**config.mk**
```make
export PLATFORM = sky130hd
export DESIGN_NAME = multicycle_cpu
export DESIGN_NICKNAME = d
export VERILOG_FILES = /design/src/rtl/multicycle_cpu.sv
export SDC_FILE = /design/constraint.sdc
export NUM_CORES = 2
export LEC_CHECK = 0
export BUFFER_PORTS_ARGS = -buffer_cell sky130_fd_sc_hd__buf_2
export CAP_MARGIN = 25
export CORE_MARGIN = 3
export CORE_UTILIZATION = 65
export CTS_CLUSTER_DIAMETER = 40
export DETAILED_ROUTE_END_ITERATION = 12
export MAX_ROUTING_LAYER = met4
export PLACE_DENSITY = 0.82
export SETUP_SLACK_MARGIN = 0.15
export SLEW_MARGIN = 40
export SYNTH_ARGS = -nofsm -noshare
export SYNTH_HDL_FRONTEND = slang
export SYNTH_SLANG_ARGS = --single-unit
```
**constraint.sdc**
```tcl
create_clock -name clk -period 13.55 [get_ports clk]
set_clock_uncertainty 0.05 [all_clocks]
set_input_delay 1.355 -clock clk [delete_from_list [all_inputs] [get_ports clk]]
set_output_delay 1.355 -clock clk [all_outputs]
set_load 0.005 [all_outputs]
```
**src/rtl/multicycle_cpu.sv**
```systemverilog
// Multi-cycle CPU: register file, registered ALU, data memory and an IDLE/EXEC/MEM/WB
// control FSM fed by a valid/ready instruction port.
module multicycle_cpu #(
   parameter int unsigned DATA_WIDTH    = 8,
   parameter int unsigned ADDR_BITS     = 5,
   parameter int unsigned MEM_ADDR_BITS = 5,
   parameter int unsigned INSTR_WIDTH   = 20
) (
   input  logic                   clk,
   input  logic                   rst,
   input  logic [INSTR_WIDTH-1:0] instr,
   input  logic                   instr_valid,
   output logic                   instr_ready,
   output logic                   done,
   output logic [DATA_WIDTH-1:0]  result,
   output logic                   zero,
   output logic                   carry,
   output logic                   illegal,
   input  logic [ADDR_BITS-1:0]   dbg_addr,
   output logic [DATA_WIDTH-1:0]  dbg_data
);

   localparam int unsigned IMM_W = INSTR_WIDTH - 4 - 2 * ADDR_BITS;
   localparam int unsigned SH_W  = (DATA_WIDTH > 1) ? $clog2(DATA_WIDTH) : 1;
   localparam int unsigned NREG  = 2 ** ADDR_BITS;
   localparam int unsigned NMEM  = 2 ** MEM_ADDR_BITS;

   typedef enum logic [1:0] {StIdle, StExec, StMem, StWb} state_e;

   typedef enum logic [3:0] {
      OpNop  = 4'd0,  OpAdd = 4'd1, OpSub = 4'd2, OpAnd  = 4'd3,
      OpOr   = 4'd4,  OpXor = 4'd5, OpShl = 4'd6, OpShr  = 4'd7,
      OpAddi = 4'd8,  OpLd  = 4'd9, OpSt  = 4'd10, OpMovi = 4'd11
   } op_e;

   state_e state_q, state_d;

   logic [INSTR_WIDTH-1:0]           instr_q;
   logic [NREG-1:0][DATA_WIDTH-1:0]  regs;
   logic [NMEM-1:0][DATA_WIDTH-1:0]  mem;
   logic [DATA_WIDTH-1:0]            alu_q;
   logic [MEM_ADDR_BITS-1:0]         ea_q;
   logic [DATA_WIDTH-1:0]            result_q;
   logic                             zero_q, carry_q, done_q, illegal_q;

   // Instruction field decode from the latched word
   logic [3:0]            op;
   logic [ADDR_BITS-1:0]  rd, rs1, rs2;
   logic [IMM_W-1:0]      f;
   logic [DATA_WIDTH-1:0] imm;

   assign op  = instr_q[INSTR_WIDTH-1 -: 4];
   assign rd  = instr_q[INSTR_WIDTH-5 -: ADDR_BITS];
   assign rs1 = instr_q[INSTR_WIDTH-5-ADDR_BITS -: ADDR_BITS];
   assign f   = instr_q[IMM_W-1:0];
   assign rs2 = f[ADDR_BITS-1:0];
   assign imm = DATA_WIDTH'($signed(f));

   logic [DATA_WIDTH-1:0]    op_a, op_b, alu_res;
   logic                     alu_c;
   logic [MEM_ADDR_BITS-1:0] ea;
   logic                     flag_upd, reg_wr, is_illegal;

   always_comb begin
      op_a    = regs[rs1];
      op_b    = regs[rs2];
      alu_res = '0;
      alu_c   = 1'b0;
      case (op)
         OpAdd:   {alu_c, alu_res} = {1'b0, op_a} + {1'b0, op_b};
         // Bit DATA_WIDTH of the extended difference is the unsigned borrow
         OpSub:   {alu_c, alu_res} = {1'b0, op_a} - {1'b0, op_b};
         OpAnd:   alu_res = op_a & op_b;
         OpOr:    alu_res = op_a | op_b;
         OpXor:   alu_res = op_a ^ op_b;
         OpShl:   alu_res = op_a << op_b[SH_W-1:0];
         OpShr:   alu_res = op_a >> op_b[SH_W-1:0];
         OpAddi:  {alu_c, alu_res} = {1'b0, op_a} + {1'b0, imm};
         OpMovi:  alu_res = imm;
         default: ;
      endcase
   end

   assign ea         = MEM_ADDR_BITS'(op_a + imm);
   assign flag_upd   = (op >= 4'd1) && (op <= 4'd8);
   assign reg_wr     = (op >= 4'd1) && (op <= 4'd11) && (op != OpSt);
   assign is_illegal = (op >= 4'd12);

   always_ff @(posedge clk) begin
      if (!rst) begin
         state_q <= StIdle;
      end else begin
         state_q <= state_d;
      end
   end

   always_comb begin
      state_d     = state_q;
      instr_ready = 1'b0;
      unique case (state_q)
         StIdle: begin
            instr_ready = 1'b1;
            if (instr_valid) state_d = StExec;
         end
         StExec:  state_d = (op == OpLd || op == OpSt) ? StMem : StWb;
         StMem:   state_d = (op == OpSt) ? StIdle : StWb;
         StWb:    state_d = StIdle;
         default: state_d = StIdle;
      endcase
   end

   always_ff @(posedge clk) begin
      if (!rst) begin
         instr_q   <= '0;
         regs      <= '0;
         mem       <= '0;
         alu_q     <= '0;
         ea_q      <= '0;
         result_q  <= '0;
         zero_q    <= 1'b0;
         carry_q   <= 1'b0;
         done_q    <= 1'b0;
         illegal_q <= 1'b0;
      end else begin
         done_q    <= 1'b0;
         illegal_q <= 1'b0;
         case (state_q)
            StIdle: if (instr_valid) instr_q <= instr;
            StExec: begin
               alu_q <= alu_res;
               ea_q  <= ea;
               if (flag_upd) begin
                  zero_q  <= (alu_res == '0);
                  carry_q <= alu_c;
               end
            end
            StMem: begin
               if (op == OpSt) begin
                  mem[ea_q] <= regs[rd];
                  result_q  <= regs[rd];
                  done_q    <= 1'b1;
               end else begin
                  alu_q <= mem[ea_q];
               end
            end
            StWb: begin
               if (reg_wr) begin
                  regs[rd] <= alu_q;
                  result_q <= alu_q;
               end
               done_q    <= 1'b1;
               illegal_q <= is_illegal;
            end
            default: ;
         endcase
      end
   end

   assign done     = done_q;
   assign illegal  = illegal_q;
   assign result   = result_q;
   assign zero     = zero_q;
   assign carry    = carry_q;
   assign dbg_data = regs[dbg_addr];

endmodule

```
==> results.toml <==
[critical_path]
worst-endpoint-required_ns = 14.05
setup.reg_to_reg.worst_slack_ns = 6.99
cp_slowest_cell = "sky130_fd_sc_hd__buf_4"
worst_path_dominant_cell_family = "simple AND/OR/NAND/NOR gates"
crit_fanout = 44
setup.worst_path.end_class = "register"
cp-start-kind = "register"
arrival_worst_endpoint_ns = 7.05
critPathMaxStageDelay_ns = 0.73
worstPathCellList = "buf_4 > mux4_2 > nor2b_1 > a211oi_1 > or4_1 > inv_1 > ha_1 > a21oi_1 > o21ai_0 > a31o_2 > a21o_1 > a21oi_1 > nor3_1 > nor4b_1 > o2111ai_1 > or4_1 > o31ai_2"
path_depth = 17
rr_worst_depth = 17
critical_path_class = "reg -> reg"
path_buf_inv = 2

[timing]
setup_tns_ns = 0
min_period_ns = 6.559
setup_repair_after_global_routing_missed_its_margin = "no"
finalCritPeriodShare_pct = 48.40
worst_slew_pin_slew_ns = 0.9417
fmax_mhz = 152.5
final-setup-viol-count = 0
relSlewSlack_pct = 36.99
report.final.slew_viol_count = 0
timing.final.hold_violations = 0

[floorplanning]
die-width_um = 231.1
design.portCount = 49
initial_core_util_pct = 66.56
die_outline_height_um = 231.1
fp.coreArea_sq_um = 49460
rows = 81
floorplan_die_area_sq_um = 53380

[cts]
cts_setup_buffers = 0
clock_sink_count = 559
clockBufferDepth = 3
buffer_type_at_the_clock_tree_root = "sky130_fd_sc_hd__clkbuf_16"
postCtsResizedCells = 0
cts-htree-levels = 3
cts_tree = "built"
cts_inserted_buffers = 83
insertion_delay_ns = 0.66
clk_pin_slew_worst_paths_ns = 0.05
cts-hold-fix-buffers = 0

[job]
max_cap_violations = 0

[yosys]
synth-seq-area-share_pct = 33.99
syn-num-nets = 3195
flop_and_latch_count_out_of_synthesis = 559
yosysWarnings = 0
post_synth_inst_count = 3131
ys_dominant_reg_cell = "sky130_fd_sc_hd__dfxtp_1"
synth_async_sr_flop_share_pct = 0
synthDistinctLibCells = 72
synth_largest_type_area_fraction_pct = 33.99
synth-edff-count = 0
synth_top_cells_by_area = "sky130_fd_sc_hd__dfxtp_1, sky130_fd_sc_hd__mux4_2, sky130_fd_sc_hd__o211a_1, sky130_fd_sc_hd__nand2_1, sky130_fd_sc_hd__mux2i_1"
synth.cell_area_sq_um = 32920
synth_area_per_cell_sq_um = 10.51
synth_largest_area_cell = "sky130_fd_sc_hd__dfxtp_1"

[placement]
dp.final_hpwl_um = 68510
placedInstanceArea_sq_um = 33350
gp_congestion = 1.003
port-buffer-count = 48

[power]
switching_share_pct = 26.47
internal_power_mw = 3.146
power.density_nw_per_um2 = 117.5
seq_power_share_pct = 39.5
p_clk_share_pct = 52.7
worst_ir_drop_vdd_mv = 0.1434
power.total_mw = 4.278
power_frac_comb_pct = 7.7
netSwitchingPower_mw = 1.132
p_leak_nw = 15.07

[layout]
postLayoutCoreUtil_pct = 73.59
drive_above_1_share_pct = 23.08
final_area_sq_um = 36390
layout_common_cells = "sky130_fd_sc_hd__dfxtp_1, sky130_fd_sc_hd__nand2_1, sky130_fd_sc_hd__mux4_2, sky130_fd_sc_hd__o211a_1, sky130_fd_sc_hd__mux2i_1"
ff_latch_area_sq_um = 11230
area_growth_pct = 10.55
final_common_cell = "sky130_fd_sc_hd__dfxtp_1"
finalNetCount = 3063
nFillCells = 3351
multiInputGateArea_sq_um = 20460

[routing]
detail_route.vias_per_cell = 7.447
routed_wirelength_um = 107300
vias = 27810
drt-initial-drc-count = 4779
drt_pass1_iterations = 7
antenna_violating_nets_left = 0
drc_errors = 0
post_drt_wl_per_cell_um = 28.73

[min_path]
hold-path-cell-count = 1
hold_path.class = "reg -> reg"

[global_routing]
pin_count_of_the_biggest_net_entering_global_routing = 140
overflow = 0
grt_use_total_pct = 41.05
antenna_found_initial = 5
grt_pass1_vias = 26790
grt_pass1_wl_um = 162900

[outcome]
run_status = "finished, final reports clean"
routing by layer:
metal	up-vias	GRT usage [%]	share of wire (%)	routed length (um)
li1	11480	-	-	-
met1	13600	53.54	37	39640
met2	2267	57.24	42	45200
met3	461	15.44	15	16560
met4	0	18.40	5.5	5894
met5	-	-	0	0
per-stage QoR:
stage	std cells	setup WS [ns]	hold slack [ns]
2_1_floorplan	3131	8.575	0.4170
3_3_place_gp	3576	7.223	0.4238
3_5_place_dp	3577	7.174	0.4311
4_1_cts	3730	7.140	0.4443
5_1_grt	3735	6.615	0.4550
6_report	3735	6.991	0.4404
cells in the mapped netlist, types with 8 or more instances:
master                       n
sky130_fd_sc_hd__a221oi_1   16
sky130_fd_sc_hd__and2_1      8
sky130_fd_sc_hd__inv_1      39
sky130_fd_sc_hd__buf_2      13
sky130_fd_sc_hd__nand2b_1   16
sky130_fd_sc_hd__mux4_2    356
sky130_fd_sc_hd__a211oi_1   16
sky130_fd_sc_hd__a22oi_1    30
sky130_fd_sc_hd__nor3_1     15
sky130_fd_sc_hd__clkbuf_1  256
sky130_fd_sc_hd__and3_1     12
sky130_fd_sc_hd__buf_1      41
sky130_fd_sc_hd__a21boi_0  148
sky130_fd_sc_hd__a21oi_1    43
sky130_fd_sc_hd__o211a_1   258
sky130_fd_sc_hd__nand4_1     8
sky130_fd_sc_hd__o21ai_0   153
sky130_fd_sc_hd__nand2_1   487
sky130_fd_sc_hd__nor2_1    109
sky130_fd_sc_hd__ha_1       33
sky130_fd_sc_hd__mux2_2     21
sky130_fd_sc_hd__dfxtp_1   559
sky130_fd_sc_hd__nand3b_1    8
sky130_fd_sc_hd__nand3_1    23
sky130_fd_sc_hd__a21o_1      9
sky130_fd_sc_hd__mux2i_1   170
sky130_fd_sc_hd__o22ai_1     9
sky130_fd_sc_hd__nor2b_1   165
flip-flops by register name (all words and copies together) (netlist names):
| register | flops |
|---|---|
| result | 8 |
| alu_q | 8 |
| zero | 1 |
| state_q | 2 |
| instr_q | 20 |
| done | 1 |
| mem | 256 |
| illegal | 1 |
| ea_q | 5 |
| carry | 1 |
| regs | 256 |
power by group through the flow:
| stage | Sequential, mW | Clock, mW | Combinational (mW) |
|---|---|---|---|
| 2_1_floorplan | 1.69 | 0 | 0.254 |
| 3_3_place_gp | 1.72 | 0 | 0.311 |
| 3_5_place_dp | 1.72 | 0 | 0.318 |
| 4_1_cts | 1.69 | 2.26 | 0.320 |
| 5_1_grt | 1.69 | 2.33 | 0.346 |
| 6_report | 1.69 | 2.26 | 0.331 |
path summary, 6_finish.rpt:
path	to	start
max	zero	instr_q[1]
min	mem[215]	mem[215]
max reg2reg	zero	instr_q[1]
min reg2reg	mem[215]	mem[215]
kinds of logic after synthesis:
logic type,Yosys count,synth area share [%]
xor gates and xnor gates,9,0.2395
adders and majority gates,36,1.437
DFF,559,33.99
AOI/OAI and AO/OA,742,17.57
and+or+nand+nor,874,12.04
muxes,549,30.33
buffers and inverters,362,4.386
cell type report:
cell class                      instances  area share, %
Antenna cell                            4        0.02750
Clock buffer                           99          6.092
Clock inverter                         54          2.063
Inverter                               39         0.4022
Multi-Input combinational cell       2210          56.23
Sequential cell                       559          30.85
Tap cell                              664          2.283
Timing Repair Buffer                  106          2.052
No activity file was read; power rests on OpenSTA's default activity.
